`src/rtl/bm_il_pkg.sv`:
```
// Shared definitions for the BPM interlock fault logger: state codes,
// fault-word bit positions and log-word layout.
package bm_il_pkg;

  localparam int unsigned IL_ADDR_W  = 14;
  localparam int unsigned IL_FRAME_W = 18;
  localparam int unsigned IL_LOG_W   = IL_FRAME_W + IL_ADDR_W;

  localparam logic [1:0] ST_IDLE    = 2'b00;
  localparam logic [1:0] ST_ARMED   = 2'b01;
  localparam logic [1:0] ST_TRIPPED = 2'b10;

  // Fault-word field positions inside il_addr; bit 14 is don't-care upstream.
  localparam int unsigned FW_ZERO_FAULT  = 13;
  localparam int unsigned FW_RSVD        = 12;
  localparam int unsigned FW_X_HIGH      = 11;
  localparam int unsigned FW_X_LOW       = 10;
  localparam int unsigned FW_BPM_IDX_MSB = 9;

  localparam int unsigned LOG_ADDR_LSB  = 0;
  localparam int unsigned LOG_FRAME_LSB = IL_ADDR_W;

  function automatic logic [IL_LOG_W-1:0] make_log_word(
    input logic [IL_FRAME_W-1:0] frame,
    input logic [IL_ADDR_W-1:0]  addr
  );
    return {frame, addr};
  endfunction

endpackage

```
`src/rtl/il_sync_fifo.sv`:
```
// Show-ahead synchronous FIFO with flush, occupancy count and a drop flag
// for pushes refused while full.
module il_sync_fifo #(
  parameter int unsigned W     = 32,
  parameter int unsigned DEPTH = 16
) (
  input  logic                       clk,
  input  logic                       reset,
  input  logic                       flush_i,
  input  logic                       push_i,
  input  logic [W-1:0]               data_i,
  input  logic                       pop_i,
  output logic [W-1:0]               data_o,
  output logic                       empty_o,
  output logic                       full_o,
  output logic [$clog2(DEPTH):0]     count_o,
  output logic                       drop_o
);

  localparam int unsigned AW = $clog2(DEPTH);

  logic [W-1:0]  mem_q [DEPTH];
  logic [AW-1:0] wr_q, wr_d;
  logic [AW-1:0] rd_q, rd_d;
  logic [AW:0]   cnt_q, cnt_d;
  logic          empty, full, pop_ok, push_ok;

  assign empty = (cnt_q == '0);
  assign full  = (cnt_q == (AW+1)'(DEPTH));

  // A pop on a full FIFO frees the slot the simultaneous push needs.
  assign pop_ok  = pop_i && !empty && !flush_i;
  assign push_ok = push_i && (!full || pop_ok) && !flush_i;

  always_comb begin
    wr_d  = wr_q;
    rd_d  = rd_q;
    cnt_d = cnt_q;
    if (flush_i) begin
      wr_d  = '0;
      rd_d  = '0;
      cnt_d = '0;
    end else begin
      if (push_ok) wr_d = wr_q + 1'b1;
      if (pop_ok)  rd_d = rd_q + 1'b1;
      cnt_d = cnt_q + (AW+1)'(push_ok) - (AW+1)'(pop_ok);
    end
  end

  always_ff @(posedge clk) begin
    if (push_ok) mem_q[wr_q] <= data_i;
  end

  always_ff @(posedge clk or posedge reset) begin
    if (reset) begin
      wr_q  <= '0;
      rd_q  <= '0;
      cnt_q <= '0;
    end else begin
      wr_q  <= wr_d;
      rd_q  <= rd_d;
      cnt_q <= cnt_d;
    end
  end

  assign data_o  = empty ? '0 : mem_q[rd_q];
  assign empty_o = empty;
  assign full_o  = full;
  assign count_o = cnt_q;
  assign drop_o  = push_i && full && !pop_i && !flush_i;

endmodule

```
`src/rtl/bm_il_fault_logger.sv`:
```
// BPM interlock fault logger: per-frame event counting with latched trip,
// first-fault capture and a post-mortem event log FIFO.
module bm_il_fault_logger
  import bm_il_pkg::*;
#(
  parameter int unsigned FIFO_DEPTH = 16,
  parameter int unsigned ADDR_W     = IL_ADDR_W,
  parameter int unsigned FRAME_W    = IL_FRAME_W,
  parameter int unsigned CNT_W      = 8
) (
  input  logic                            clk,
  input  logic                            reset,
  input  logic                            il_valid,
  input  logic [ADDR_W:0]                 il_addr,
  input  logic                            frame_start,
  input  logic                            arm,
  input  logic                            clear,
  input  logic [CNT_W-1:0]                trip_thresh,
  input  logic                            rd_en,
  output logic                            trip_out,
  output logic [1:0]                      state_o,
  output logic                            first_valid,
  output logic [FRAME_W+ADDR_W-1:0]       first_word,
  output logic [FRAME_W+ADDR_W-1:0]       fifo_data,
  output logic                            fifo_empty,
  output logic [$clog2(FIFO_DEPTH):0]     fifo_count,
  output logic                            overflow,
  output logic [31:0]                     evt_total
);

  localparam int unsigned LOG_W = FRAME_W + ADDR_W;

  logic [1:0]         state_q, state_d;
  logic               trip_q, trip_d;
  logic [FRAME_W-1:0] frame_q, frame_d;
  logic [CNT_W-1:0]   fcnt_q, fcnt_d, fcnt_upd;
  logic               first_valid_q, first_valid_d;
  logic [LOG_W-1:0]   first_word_q, first_word_d;
  logic               ovf_q, ovf_d;
  logic [31:0]        total_q, total_d;
  logic               evt, trip_hit, fifo_full, fifo_drop;
  logic [LOG_W-1:0]   log_word;
  logic               unused_addr_msb;

  assign unused_addr_msb = il_addr[ADDR_W];

  // Events are stamped with the frame index after this cycle's increment.
  assign frame_d  = frame_start ? frame_q + 1'b1 : frame_q;
  assign log_word = {frame_d, il_addr[ADDR_W-1:0]};
  assign evt      = il_valid && !clear &&
                    ((state_q == ST_ARMED) || (state_q == ST_TRIPPED));

  assign fcnt_upd = frame_start ? CNT_W'(1)
                  : ((fcnt_q == '1) ? fcnt_q : fcnt_q + 1'b1);
  assign trip_hit = evt && (state_q == ST_ARMED) &&
                    (trip_thresh != '0) && (fcnt_upd >= trip_thresh);

  always_comb begin
    state_d = state_q;
    if (clear) begin
      state_d = ST_IDLE;
    end else begin
      case (state_q)
        ST_IDLE:    if (arm) state_d = ST_ARMED;
        ST_ARMED:   if (trip_hit) state_d = ST_TRIPPED;
        ST_TRIPPED: state_d = ST_TRIPPED;
        default:    state_d = ST_IDLE;
      endcase
    end
  end

  assign trip_d = (state_d == ST_TRIPPED);

  always_comb begin
    fcnt_d = fcnt_q;
    if (clear || ((state_q == ST_IDLE) && arm)) fcnt_d = '0;
    else if (evt)                               fcnt_d = fcnt_upd;
    else if (frame_start)                       fcnt_d = '0;
  end

  always_comb begin
    first_valid_d = first_valid_q;
    first_word_d  = first_word_q;
    ovf_d         = ovf_q;
    total_d       = total_q;
    if (clear) begin
      first_valid_d = 1'b0;
      ovf_d         = 1'b0;
      total_d       = '0;
    end else begin
      if (evt && !first_valid_q) begin
        first_valid_d = 1'b1;
        first_word_d  = log_word;
      end
      if (fifo_drop)                 ovf_d   = 1'b1;
      if (evt && (total_q != '1))    total_d = total_q + 1'b1;
    end
  end

  always_ff @(posedge clk or posedge reset) begin
    if (reset) begin
      state_q       <= ST_IDLE;
      trip_q        <= 1'b0;
      frame_q       <= '0;
      fcnt_q        <= '0;
      first_valid_q <= 1'b0;
      first_word_q  <= '0;
      ovf_q         <= 1'b0;
      total_q       <= '0;
    end else begin
      state_q       <= state_d;
      trip_q        <= trip_d;
      frame_q       <= frame_d;
      fcnt_q        <= fcnt_d;
      first_valid_q <= first_valid_d;
      first_word_q  <= first_word_d;
      ovf_q         <= ovf_d;
      total_q       <= total_d;
    end
  end

  il_sync_fifo #(
    .W     (LOG_W),
    .DEPTH (FIFO_DEPTH)
  ) u_log_fifo (
    .clk     (clk),
    .reset   (reset),
    .flush_i (clear),
    .push_i  (evt),
    .data_i  (log_word),
    .pop_i   (rd_en),
    .data_o  (fifo_data),
    .empty_o (fifo_empty),
    .full_o  (fifo_full),
    .count_o (fifo_count),
    .drop_o  (fifo_drop)
  );

  logic unused_full;
  assign unused_full = fifo_full;

  assign trip_out    = trip_q;
  assign state_o     = state_q;
  assign first_valid = first_valid_q;
  assign first_word  = first_word_q;
  assign overflow    = ovf_q;
  assign evt_total   = total_q;

endmodule
```
`config.mk`:
```
export PLATFORM = sky130hd
export DESIGN_NAME = bm_il_fault_logger
export DESIGN_NICKNAME = d
export VERILOG_FILES = /design/src/rtl/bm_il_pkg.sv /design/src/rtl/il_sync_fifo.sv /design/src/rtl/bm_il_fault_logger.sv
export SDC_FILE = /design/constraint.sdc
export NUM_CORES = 1
export LEC_CHECK = 0
export ABC_AREA = 1
export CELL_PAD_IN_SITES_DETAIL_PLACEMENT = 0
export CELL_PAD_IN_SITES_GLOBAL_PLACEMENT = 1
export CORE_ASPECT_RATIO = 0.6
export CORE_MARGIN = 2
export CORE_UTILIZATION = 44
export DETAILED_ROUTE_END_ITERATION = 10
export GPL_ROUTABILITY_DRIVEN = 0
export PLACE_DENSITY_LB_ADDON = 0.1
export SLEW_MARGIN = 20
export SYNTH_ARGS = -nofsm -noshare
export SYNTH_HDL_FRONTEND = slang
export SYNTH_SLANG_ARGS = --single-unit
```
`constraint.sdc`:
```
create_clock -name clk -period 3.7 [get_ports clk]
set_input_delay 0.74 -clock clk [delete_from_list [all_inputs] [get_ports clk]]
set_output_delay 0.74 -clock clk [all_outputs]
set_load 0.005 [all_outputs]
```
### After elaboration in Yosys (flattened, before gate mapping)

Memory sizes are Yosys's and may differ from the RTL's.
Cells that the tools add are included.

* bits in registers: 108
* bits of input ports: 30
* memories: 1
* RAM bits: 512
* word-level logic and storage cells: 84

Memories
* u_log_fifo.mem_q: words 16, bits a word 32, read ports 1, clocked after memory_dff 0, write ports 1, RTL line il_sync_fifo.sv:22 `logic [W-1:0] mem_q [DEPTH];`

* $add $sub $neg: 7
* muxes and demuxes: 24
* reduce and logical (&&, ||, !) cells: 33
* bitwise gates (word level): 1
* eq/ne operators: 6
* magnitude comparators: 1

Operator list (count)
* $mux 32: 3
* $mux 8: 5
* $add 32x1->32 const B: 1
* $ne 32x32->1 const B: 1
* $add 18x1->18 const B: 1
* $mux 18: 1
* $mux 4: 4
* $logic_and 1x1->1: 15
* $reduce_bool 2->1: 5
* $add 4x1->4 const B: 2
* $add 8x1->8 const B: 1
* $eq 8x8->1 const B: 1
* $ge 8x8->1: 1
* $reduce_bool 8->1: 1
* $mux 1: 6
* $mux 2: 3
* $pmux 2 s3: 1
* $add 5x1->5: 1
* $eq 5x5->1 const B: 1
* $logic_not 1->1: 5
* $logic_not 5->1: 1
* $mux 5: 1
* $sub 5x1->5: 1
* $eq 2x2->1 const B: 2
* other kinds (6): 8

### Depth between registers and ports, before layout

Gate-level depths: netlist (run 1).

* depth after elaboration: 10
* depth in mapped cells: 23
* gate-level depth less buffers: 23

### Cells and area by module

A second synthesis (run 1) with hierarchy kept.

* cell total of the unflattened synthesis: 2855
* area, all modules: 27945.6 um^2

Modules (own cells, without submodules)
* il_sync_fifo: cells each 2163, instances 1, seq. area each 15700.1 um^2, area each 22716.8 um^2
* bm_il_fault_logger: cells each 692, instances 1, seq. area each 2377.3 um^2, area each 5228.8 um^2

### Worst setup path after synthesis (run 1)

Ideal clock, no wire load.

* kind: in2reg
* from: input clear
* to: memory u_log_fifo.mem_q[11][0] (enable)
* setup slack: 295 ps
* setup time: 421 ps
* arrival: 2984 ps
* stages on the path: 6
* cells stage by stage: buf_4 > nor2_1 > inv_2 > nor2_2 > nand2_1 > nor2_1

* word-level cells in the longest chain between the ends: 7

RTL lines
* from (decl): RTL line bm_il_fault_logger.sv:17 `input logic clear,`
* $logic_not 1->1 *: RTL line il_sync_fifo.sv:32, il_sync_fifo.sv:33, bm_il_fault_logger.sv:50
* $logic_and 1x1->1, on equally long branches: RTL line bm_il_fault_logger.sv:50, il_sync_fifo.sv:32
* $logic_and 1x1->1 or $logic_or 1x1->1 (tied branches): RTL line bm_il_fault_logger.sv:50, il_sync_fifo.sv:33
* $logic_and 1x1->1: RTL line il_sync_fifo.sv:33 `assign push_ok = push_i && (!full || pop_ok) && !flush_i;`
* $logic_and 1x1->1 *: RTL line il_sync_fifo.sv:33
* $mux 1 *: RTL line il_sync_fifo.sv:51 `if (push_ok) mem_q[wr_q] <= data_i;`
* $mux 1 (implied by the code) *: RTL line il_sync_fifo.sv:51
* to (decl): RTL line il_sync_fifo.sv:22

Mark *: on every way between the ends. The rest lies on a longest branch, timed or not.

### Worst setup path in the final report (run 1)

* from: register u_log_fifo.rd_q[0]
* to: output fifo_data[29]

* word-level cells in the longest chain between the ends: 2

RTL lines
* from (decl): RTL line il_sync_fifo.sv:24 `logic [AW-1:0] rd_q, rd_d;`
* from (signal assigned): RTL line il_sync_fifo.sv:61 `rd_q <= rd_d;`
* $mem_v2 16x32
* $mux 32: RTL line il_sync_fifo.sv:66 `assign data_o = empty ? '0 : mem_q[rd_q];`
* to (decl): RTL line bm_il_fault_logger.sv:24 `output logic [FRAME_W+ADDR_W-1:0] fifo_data,`

Every way passes these cells.

==> flow_metrics.env, run 1 <==
export IMPL_crit_arrival_ns=2.98
export IMPL_synth_seq_area_share_pct=69.6
export IMPL_tightest_slew_ns=1.01
export IMPL_viasPerCell=5.55
export IMPL_post_place_cells=3031
export IMPL_grt_pass1_vias=16493
export IMPL_path_clk_slew_ns=0.06
export IMPL_cts_tree="done"
export IMPL_yosys_top_cells_count="edfxtp_1 (512), nand2_1 (480), nor2_1 (211), a21oi_1 (112), dfrtp_1 (108)"
export IMPL_final_nets=2402
export IMPL_drt_iter0_markers=1748
export IMPL_stdcell_count=3162
export IMPL_rows=68
export IMPL_p_total_mw=18.6
export IMPL_design_portCount=137
export IMPL_worst_path_max_fanout=23
export IMPL_synth_area_leaders="edfxtp_1 (59%), dfrtp_1 (10%), nand2_1 (6.9%), mux2i_1 (3.7%), nor2_1 (3.0%)"
export IMPL_syn2layout_area_growth_pct=19.9
export IMPL_grt_use_total_pct=24.9
export IMPL_synthArstFlopShare_pct=17.4
export IMPL_worst_path_buf_inv=4
export IMPL_finalCriticalPeriod_ns=3.72
export IMPL_clk_latency_ns=0.61
export IMPL_die_h_um=192
export IMPL_yosys_most_used_dff="edfxtp_1"
export IMPL_grt_busiest_layer="met1"
export IMPL_fp_dieW_um=318
export IMPL_critPathKind="register to output pin"
export IMPL_timing_fmax_mhz=269
export IMPL_use_met1_pct=39.6
export IMPL_yosys_area_top_type="edfxtp_1"
export IMPL_cts_buffers=57
export IMPL_place_ws_ns=0.357
export IMPL_min_path_type="register to register"
export IMPL_crit_path_end_kind="output pin"
export IMPL_hold_viol=0
export IMPL_final_util_pct=53.8
export IMPL_skew_ns=0.0206
export IMPL_fin_crit_sh_pct=101
export IMPL_power_density_nw_per_um2=598
export IMPL_finalSetupTns_ns=-0.0187
export IMPL_synth_most_common_cell="edfxtp_1"
export IMPL_clk_path_buf_depth=3
export IMPL_leakagePower_nw=11.8
export IMPL_cts_root_buf="clkbuf_16"
export IMPL_dpl_hpwl_um=44400
export IMPL_cp_start_kind="register"
export IMPL_syn_area_per_cell_um2=12.1
export IMPL_drcViolationCount=0
export IMPL_r2r_slack_ns=0.71
export IMPL_dieArea_um2=61100
export IMPL_first_pass_iters=5
export IMPL_holdBufCountCts=0
export IMPL_clock_sinks=620
export IMPL_ys_seq_elements=620
export IMPL_peakVddDrop_mv=0.396
export IMPL_max_stage_delay_ns=0.56
export IMPL_violations="setup timing"
export IMPL_grt_overflow_total=0
export IMPL_crit_family="buffers and inverters"
export IMPL_numPortBuffers=135
export IMPL_fin_ws_ns=-0.0187
export IMPL_grt_util_met3_pct=4.11
export IMPL_start_util_pct=44.9
export IMPL_core_area_um2=57900
export IMPL_syn_nets=2210
export IMPL_yosys_warnings=0
export IMPL_crit_slowest_cell="dfrtp_4"
export IMPL_status="finished with violations"
export IMPL_worst_slew_margin_rel_pct=32.3
export IMPL_placed_cell_area_um2=28900
export IMPL_grt_max_degree=86
export IMPL_antenna_found_initial=2
export IMPL_postSynthCellCount=2153
export IMPL_crit_required_ns=2.96
export IMPL_vias=17555
export IMPL_worstPathCellList="inv_12, buf_16, o21ai_0, o22ai_1, nand2_1, o211ai_1, nand2_1, nor2_2, buf_4, clkdlybuf4s50_1"
export IMPL_n_antenna_cell=0
export IMPL_met2_usage_pct=36.1
export IMPL_grt_pass1_wl_um=111000
export IMPL_drive_gt1_share_pct=10.9
export IMPL_finalWirelength_um=76800
export IMPL_h_tree_depth=2
export IMPL_cap_violations=0
export IMPL_synth_edff_count=512
export IMPL_drv_slew=0
export IMPL_final_area_um2=31200
export IMPL_crit_top_cell="nand2_1"
export IMPL_post_drt_wl_per_cell_um=24.3
export IMPL_hold_ws_ns=0.477
export IMPL_synth_distinct_cells=46
export IMPL_setup_viol=1
export IMPL_postRouteAntennaNets=0
export IMPL_synth_top_area_share_pct=59.2
export IMPL_syn_area_um2=26000
export IMPL_rsz0062_at_grt="yes"
==> where the power goes <==
group	switching [mW]	internal (mW)
Combinational	2.84	2.02
Clock	2.54	3.10
Sequential	0.160	7.98
Total	5.55	13.1
==> repair_timing <==
| item | 4_1_cts | 5_1_grt |
|---|---|---|
| resized for setup | 33 | 15 |
| endpoints found under the setup margin | 32 | 20 |
| gates cloned | 7 | 1 |
| pin swaps | 2 | 1 |
| setup buffers | 6 | 11 |
==> layout make-up <==
type | instances | area [um2]
multi-input cells | 1313 | 7210
well taps | 770 | 963
inverters | 113 | 447
clock inverters | 27 | 190
repair buffers | 240 | 2710
clock buffers | 79 | 1570
fillers | 4884 | 26800
flip-flops and latches | 620 | 18100
==> routing by layer <==
layer	wire length, um	share of wire, %
met4	1070	1.4
met2	32200	42
met3	5430	7.1
met1	38100	50
met5	12	0.016
==> worst register-to-register path: cells and delay by family (launching register included) <==
kind            cells  cell delay [ns]
xor+xnor            1             0.15
buf+inv             2             0.13
flops               1             0.42
simple gates        8             1.04
fa+ha+maj           4             1.07
compound gates      1             0.06
==> cell usage in the layout (no fill, tap or decap), types with 21 or more instances in the layout <==
cell,instances
nor2_4,21
o211ai_1,33
nand4_1,23
clkbuf_16,58
edfxtp_1,512
nand3_1,45
o21ai_0,101
a221oi_1,31
a21oi_1,111
o22ai_1,33
clkdlybuf4s50_1,124
dfrtp_1,105
nor2_1,184
nand2_1,478
mux2i_1,96
inv_1,101
buf_4,64
ha_1,26
o221ai_1,32
==> cells by family after synthesis <==
| logic type | Yosys count | share of synthesized area [%] |
|---|---|---|
| simple gates | 801 | 12.5 |
| fa+ha+maj | 27 | 1.33 |
| xor+xnor | 20 | 0.674 |
| flops | 620 | 69.6 |
| mux | 96 | 3.70 |
| compound gates | 369 | 8.80 |
| buf+inv | 220 | 3.47 |
==> final timing paths <==
kind,start,end,cells after the start
max,u_log_fifo.rd_q[0]$_DFFE_PP0P_,fifo_data[29],10
min,first_word[0]$_DFFE_PP0P_,first_word[0]$_DFFE_PP0P_,2
max reg2reg,u_log_fifo.count_o[3]$_DFF_PP0_,u_log_fifo.count_o[4]$_DFF_PP0_,16
min reg2reg,first_word[0]$_DFFE_PP0P_,first_word[0]$_DFFE_PP0P_,2
max in group asynchronous,reset,first_word[30]$_DFFE_PP0P_,3
min in group asynchronous,reset,frame_q[4]$_DFF_PP0_,2
==> sequential cells by signal, summed over array words and instances, names as in the netlist <==
signal,flops
frame_q,18
evt_total,32
first_word,32
state_o,2
u_log_fifo.wr_q,4
u_log_fifo.rd_q,4
trip_out,1
u_log_fifo.mem_q,512
u_log_fifo.count_o,5
fcnt_q,8
first_valid,1
overflow,1
No activity file was read; power rests on OpenSTA's default activity.
==> run 2, diff against run 1 <==
--- a/config.mk
+++ b/config.mk
@@ -5,12 +5,11 @@
 export SDC_FILE = /design/constraint.sdc
 export NUM_CORES = 1
 export LEC_CHECK = 0
-export ABC_AREA = 1
 export CELL_PAD_IN_SITES_DETAIL_PLACEMENT = 0
 export CELL_PAD_IN_SITES_GLOBAL_PLACEMENT = 1
 export CORE_ASPECT_RATIO = 0.6
 export CORE_MARGIN = 2
-export CORE_UTILIZATION = 44
+export CORE_UTILIZATION = 55
 export DETAILED_ROUTE_END_ITERATION = 10
 export GPL_ROUTABILITY_DRIVEN = 0
 export PLACE_DENSITY_LB_ADDON = 0.1
==> constraint.sdc (replaced) <==
create_clock -name clk -period 4.3 [get_ports clk]
set_input_delay 0.86 -clock clk [delete_from_list [all_inputs] [get_ports clk]]
set_output_delay 0.86 -clock clk [all_outputs]
set_load 0.005 [all_outputs]
==> run 2 against run 1 <==
Net effect: the flow now finishes without violations; clock-buffer cell count fell by 9; area after synthesis fell by 2.6%; sequential cell count did not move; critical path depth fell by 4; first-iteration DRC count fell by 17%; combinational power fell by 38%; critical endpoint is now fifo_data[14]; non-clock buffer count fell by 38; total power fell by 20%; largest power group unchanged; setup slack improved by 0.22 ns.
==> flow_metrics.env, run 2 <==
export IMPL_status="completed"
export IMPL_syn_area_per_cell_um2=17.0
export IMPL_leakagePower_nw=9.83
export IMPL_core_area_um2=45100
export IMPL_largest_reg_flops=512
export IMPL_postRouteAntennaNets=0
export IMPL_final_area_um2=29700
export IMPL_worst_path_buf_inv=3
export IMPL_layout_commonest_cell="edfxtp_1"
export IMPL_critPathKind="register to output pin"
export IMPL_die_h_um=170
export IMPL_reg2reg_depth=14
export IMPL_finalWirelength_um=57400
export IMPL_drcViolationCount=0
export IMPL_cp_start_kind="register"
export IMPL_worst_slew_margin_rel_pct=48.1
export IMPL_grt_use_total_pct=24.3
export IMPL_synth_area_leaders="edfxtp_1 (61%), dfrtp_1 (11%), mux4_2 (5.7%), mux2i_1 (5.1%), mux2_2 (1.6%)"
export IMPL_viasPerCell=6.08
export IMPL_postSynthCellCount=1491
export IMPL_synth_distinct_cells=66
export IMPL_design_portCount=137
export IMPL_grt_overflow_total=0
export IMPL_yosys_warnings=0
export IMPL_rows=60
export IMPL_synthArstFlopShare_pct=17.4
export IMPL_h_tree_depth=2
export IMPL_drv_slew=0
export IMPL_seqCellArea_um2=18100
export IMPL_crit_slowest_cell="clkdlybuf4s50_1"
export IMPL_stdcell_count=2329
export IMPL_tightest_slew_ns=0.774
export IMPL_dpl_hpwl_um=31500
export IMPL_skew_ns=0.0170
export IMPL_synth_most_common_cell="edfxtp_1"
export IMPL_ys_seq_elements=620
export IMPL_yosys_top_cells_count="edfxtp_1 (512), mux2i_1 (129), dfrtp_1 (108), mux4_2 (64), clkbuf_1 (47)"
export IMPL_hold_depth=1
export IMPL_n_antenna_cell=0
export IMPL_synth_seq_area_share_pct=71.4
export IMPL_post_drt_wl_per_cell_um=24.6
export IMPL_crit_required_ns=3.44
export IMPL_min_path_type="register to register"
export IMPL_antenna_found_initial=0
export IMPL_synth_top_area_share_pct=60.7
export IMPL_vias=14168
export IMPL_finalCriticalPeriod_ns=4.10
export IMPL_setup_viol=0
export IMPL_holdBufCountCts=0
export IMPL_peakVddDrop_mv=0.456
export IMPL_timing_fmax_mhz=244
export IMPL_crit_cells=6
export IMPL_syn_nets=1548
export IMPL_crit_path_end_kind="output pin"
export IMPL_place_ws_ns=0.646
export IMPL_power_density_nw_per_um2=500
export IMPL_fp_dieW_um=281
export IMPL_grt_pass1_vias=13687
export IMPL_final_cell_mix="edfxtp_1 (512), clkdlybuf4s50_1 (134), mux2i_1 (129), dfrtp_1 (104), mux4_2 (64)"
export IMPL_nFillCells=3117
export IMPL_yosys_most_used_dff="edfxtp_1"
export IMPL_top_layer="met4"
export IMPL_post_place_cells=2224
export IMPL_worstPathCellList="buf_12, buf_12, mux4_2, o32ai_1, a211oi_1, clkdlybuf4s50_1"
export IMPL_rsz0062_at_grt="no"
export IMPL_max_stage_delay_ns=0.61
export IMPL_cts_root_buf="clkbuf_16"
export IMPL_syn_area_um2=25300
export IMPL_worst_path_max_fanout=27
export IMPL_cts_buffers=54
export IMPL_fin_crit_sh_pct=95.4
export IMPL_fin_ws_ns=0.199
export IMPL_clk_latency_ns=0.58
export IMPL_dr_wl_met3_um=3540
export IMPL_max_flop_register="u_log_fifo.mem_q"
export IMPL_final_nets=1723
export IMPL_first_pass_iters=4
export IMPL_final_util_pct=65.8
export IMPL_hold_viol=0
export IMPL_finalSetupTns_ns=0
export IMPL_crit_top_cell="buf_12"
export IMPL_multi_input_area_um2=6860
export IMPL_grt_max_degree=99
export IMPL_yosys_area_top_type="edfxtp_1"
export IMPL_clock_sinks=620
export IMPL_met1Wirelength_um=26900
export IMPL_start_util_pct=56.1
export IMPL_path_clk_slew_ns=0.06
export IMPL_crit_arrival_ns=3.24
export IMPL_placed_cell_area_um2=27800
export IMPL_synth_edff_count=512
export IMPL_drive_gt1_share_pct=17.2
export IMPL_syn2layout_area_growth_pct=17.2
export IMPL_numPortBuffers=135
export IMPL_crit_family="buffers and inverters"
export IMPL_met2_length_um=26100
export IMPL_drt_iter0_markers=1443
export IMPL_grt_pass1_wl_um=86100
export IMPL_clk_path_buf_depth=3
export IMPL_cap_violations=0
export IMPL_dieArea_um2=47800
export IMPL_cts_tree="done"
## run 2: cell types whose count changed in the layout (fill, tap and decap cells not counted), sizes merged, moves of 62 or more
cell / before / now
inv: 115 / 32
o21ai: 112 / 50
mux4: 0 / 64
a21oi: 113 / 33
nand2: 482 / 38
nor2: 218 / 45
## run 2: cells by family after synthesis
kind of cell	share of synthesized area, %
muxes	12.4
DFF	71.4
and+or+nand+nor	4.65
xor gates and xnor gates	1.25
buffers and inverters	1.98
adders and majority gates	1.36
AOI/OAI and AO/OA	6.96
## run 2: path summary, 6_finish.rpt
| check | start | endpoint | slack, ns |
|---|---|---|---|
| min in group asynchronous | reset | fcnt_q[2]$_DFFE_PP0P_ | 0.75 |
| max in group asynchronous | reset | evt_total[2]$_DFFE_PP0P_ | 2.79 |
| max reg2reg | u_log_fifo.count_o[3]$_DFF_PP0_ | u_log_fifo.count_o[4]$_DFF_PP0_ | 0.89 |
| max | u_log_fifo.rd_q[0]$_DFFE_PP0P_ | fifo_data[14] | 0.20 |
| min | first_word[7]$_DFFE_PP0P_ | first_word[7]$_DFFE_PP0P_ | 0.51 |
| min reg2reg | first_word[7]$_DFFE_PP0P_ | first_word[7]$_DFFE_PP0P_ | 0.51 |
## run 2: area by class of cell
type / instances / share of cell area (%)
Clock buffer: 70 / 5.03
Sequential cell: 620 / 61.0
Inverter: 32 / 0.413
Timing Repair Buffer: 202 / 6.95
Multi-Input combinational cell: 756 / 23.1
Clock inverter: 29 / 0.898
Tap cell: 620 / 2.61
## run 2: repair_timing
item | in CTS | in global routing
gates resized for setup | 0 | 1
setup buffers | 0 | 5
setup endpoints to repair | 0 | 3
## run 2: per-layer routing
metal	up-vias	GRT usage, %
li1	6348	-
met1	7314	38.1
met2	435	36.9
met3	71	3.27
met4	0	4.56
met5	-	0
## run 2: power by group
part / internal, mW / leakage (nW) / switching (mW) / total, mW
registers: 6.84 / 6.00 / 0.135 / 6.98
clock network: 2.69 / 0.848 / 2.12 / 4.81
logic: 1.52 / 2.98 / 1.51 / 3.03
## run 2: through the flow
| stage | hold slack, ns | power [mW] |
|---|---|---|
| after floorplan | 0.486 | 8.83 |
| after global placement | 0.489 | 10.1 |
| after detailed placement | 0.495 | 10.1 |
| after CTS | 0.511 | 14.9 |
| after global routing | 0.521 | 15.4 |
| final | 0.507 | 14.8 |
==> run 3, diff against run 2 <==
--- a/config.mk
+++ b/config.mk
@@ -13,7 +13,9 @@
 export DETAILED_ROUTE_END_ITERATION = 10
 export GPL_ROUTABILITY_DRIVEN = 0
 export PLACE_DENSITY_LB_ADDON = 0.1
+export SKIP_CTS_REPAIR_TIMING = 1
 export SLEW_MARGIN = 20
 export SYNTH_ARGS = -nofsm -noshare
 export SYNTH_HDL_FRONTEND = slang
 export SYNTH_SLANG_ARGS = --single-unit
+export TNS_END_PERCENT = 50
==> run 3 against run 2 <==
Net effect: total power decreased by 0.25%; utilization decreased by 0.061 points; sequential cell count unchanged; cell count decreased by 0.21%; critical path depth increased by 1; via count decreased by 0.28%; critical path type unchanged.
==> flow_metrics.env, run 3 (synthesis results as in run 2) <==
export IMPL_timing_fmax_mhz=243
export IMPL_grt_pass1_wl_um=86100
export IMPL_dpl_hpwl_um=31500
export IMPL_dieArea_um2=47800
export IMPL_cts_root_buf="clkbuf_16"
export IMPL_drv_slew=0
export IMPL_start_util_pct=56.1
export IMPL_final_nets=1718
export IMPL_clock_sinks=620
export IMPL_reg2reg_from="u_log_fifo.count_o[3]$_DFF_PP0_"
export IMPL_cts_tree="done"
export IMPL_worst_slew_margin_rel_pct=47.0
export IMPL_viasPerCell=6.08
export IMPL_holdCritStartpoint="first_word[29]$_DFFE_PP0P_"
export IMPL_n_antenna_cell=0
export IMPL_numPortBuffers=135
export IMPL_final_area_um2=29600
export IMPL_worst_path_max_fanout=27
export IMPL_fp_dieW_um=281
export IMPL_finalCriticalPeriod_ns=4.11
export IMPL_cap_violations=0
export IMPL_postRouteAntennaNets=0
export IMPL_reg2reg_depth=14
export IMPL_peakVddDrop_mv=0.456
export IMPL_tightest_slew_ns=0.791
export IMPL_core_area_um2=45100
export IMPL_r2r_slack_ns=0.91
export IMPL_syn2layout_area_growth_pct=17.1
export IMPL_grt_overflow_total=0
export IMPL_drt_iter0_markers=1396
export IMPL_rsz0062_at_grt="no"
export IMPL_crit_arrival_ns=3.25
export IMPL_fin_crit_sh_pct=95.6
export IMPL_crit_path_end_kind="output pin"
export IMPL_clk_path_buf_depth=3
export IMPL_first_pass_iters=5
export IMPL_largest_reg_flops=512
export IMPL_final_cell_mix="edfxtp_1 (512), clkdlybuf4s50_1 (134), mux2i_1 (129), dfrtp_1 (104), mux4_2 (64)"
export IMPL_layout_commonest_cell="edfxtp_1"
export IMPL_status="completed"
export IMPL_min_path_type="register to register"
export IMPL_grt_max_degree=99
export IMPL_min_to="first_word[29]$_DFFE_PP0P_"
export IMPL_h_tree_depth=2
export IMPL_die_h_um=170
export IMPL_cp_start_kind="register"
export IMPL_skew_ns=0.0171
export IMPL_design_portCount=137
export IMPL_critPathKind="register to output pin"
export IMPL_hold_viol=0
export IMPL_crit_required_ns=3.44
export IMPL_placed_cell_area_um2=27800
export IMPL_grt_pass1_vias=13687
export IMPL_finalWirelength_um=57200
export IMPL_drcViolationCount=0
export IMPL_max_flop_register="u_log_fifo.mem_q"
export IMPL_rows=60
export IMPL_path_clk_slew_ns=0.06
export IMPL_vias=14129
export IMPL_seqCellArea_um2=18100
export IMPL_nFillCells=3119
export IMPL_drive_gt1_share_pct=17.1
export IMPL_setup_viol=0
export IMPL_hold_depth=1
export IMPL_r2r_end="u_log_fifo.count_o[4]$_DFF_PP0_"
export IMPL_post_drt_wl_per_cell_um=24.6
export IMPL_multi_input_area_um2=6870
export IMPL_cts_buffers=54
export IMPL_leakagePower_nw=9.81
export IMPL_power_density_nw_per_um2=499
export IMPL_clk_latency_ns=0.59
export IMPL_grt_use_total_pct=24.3
export IMPL_final_util_pct=65.7
export IMPL_antenna_found_initial=0
==> run 3: power by group <==
part           total [mW]  internal [mW]  switching (mW)
Clock                4.81           2.69            2.12
Combinational        2.98           1.50            1.49
Sequential           7.00           6.84           0.154
==> run 3: metal layers <==
metal  part of all wire [%]  GRT usage, %  up-vias
li1                       -             -     6342
met1                     47          38.1     7272
met3                    6.6          3.27       58
met2                     46          36.9      457
met5                      0             0        -
met4                    1.2          4.56        0
==> run 3: critical path: stages, from the launching register on <==
cell	delay (ns)
dfrtp_4	0.66
buf_12	0.27
buf_4	0.26
mux2i_1	0.10
o221ai_1	0.26
o21ai_0	0.16
a211oi_1	0.35
clkdlybuf4s50_1	0.57
==> run 3: worst max path at each step <==
stage / slack, ns / cells after the start / end / startpoint
after floorplan: -0.06 / 6 / u_log_fifo.mem_q[7][0]$_DFFE_PP_ / clear
after global placement: 0.65 / 6 / fifo_data[14] / u_log_fifo.rd_q[0]$_DFFE_PP0P_
final: 0.19 / 7 / fifo_data[13] / u_log_fifo.rd_q[0]$_DFFE_PP0P_
after CTS: 0.02 / 6 / fifo_data[14] / u_log_fifo.rd_q[0]$_DFFE_PP0P_
after detailed placement: 0.65 / 6 / u_log_fifo.mem_q[12][26]$_DFFE_PP_ / frame_start
after global routing: 0.007 / 7 / fifo_data[13] / u_log_fifo.rd_q[0]$_DFFE_PP0P_
==> run 3: cell type report <==
class                      instances  area share [%]
sequential                       620            61.0
multi-input combinational        756            23.2
timing repair buffer             197            6.83
clock buffer                      70            5.04
tap                              620            2.62
clock inverter                    29           0.899
inverter                          32           0.414
==> run 3: stage by stage <==
stage / TNS, ns / power (mW) / cells / hold slack [ns] / worst slack (ns)
finish: 0 / 14.8 / 2324 / 0.508 / 0.190
global route: 0 / 15.3 / 2324 / 0.521 / 0.00678
floorplan: -7.74 / 8.83 / 1491 / 0.486 / -0.0605
CTS: 0 / 14.9 / 2323 / 0.511 / 0.0195
detailed placement: 0 / 10.1 / 2224 / 0.495 / 0.646
global placement: 0 / 10.1 / 2224 / 0.489 / 0.649
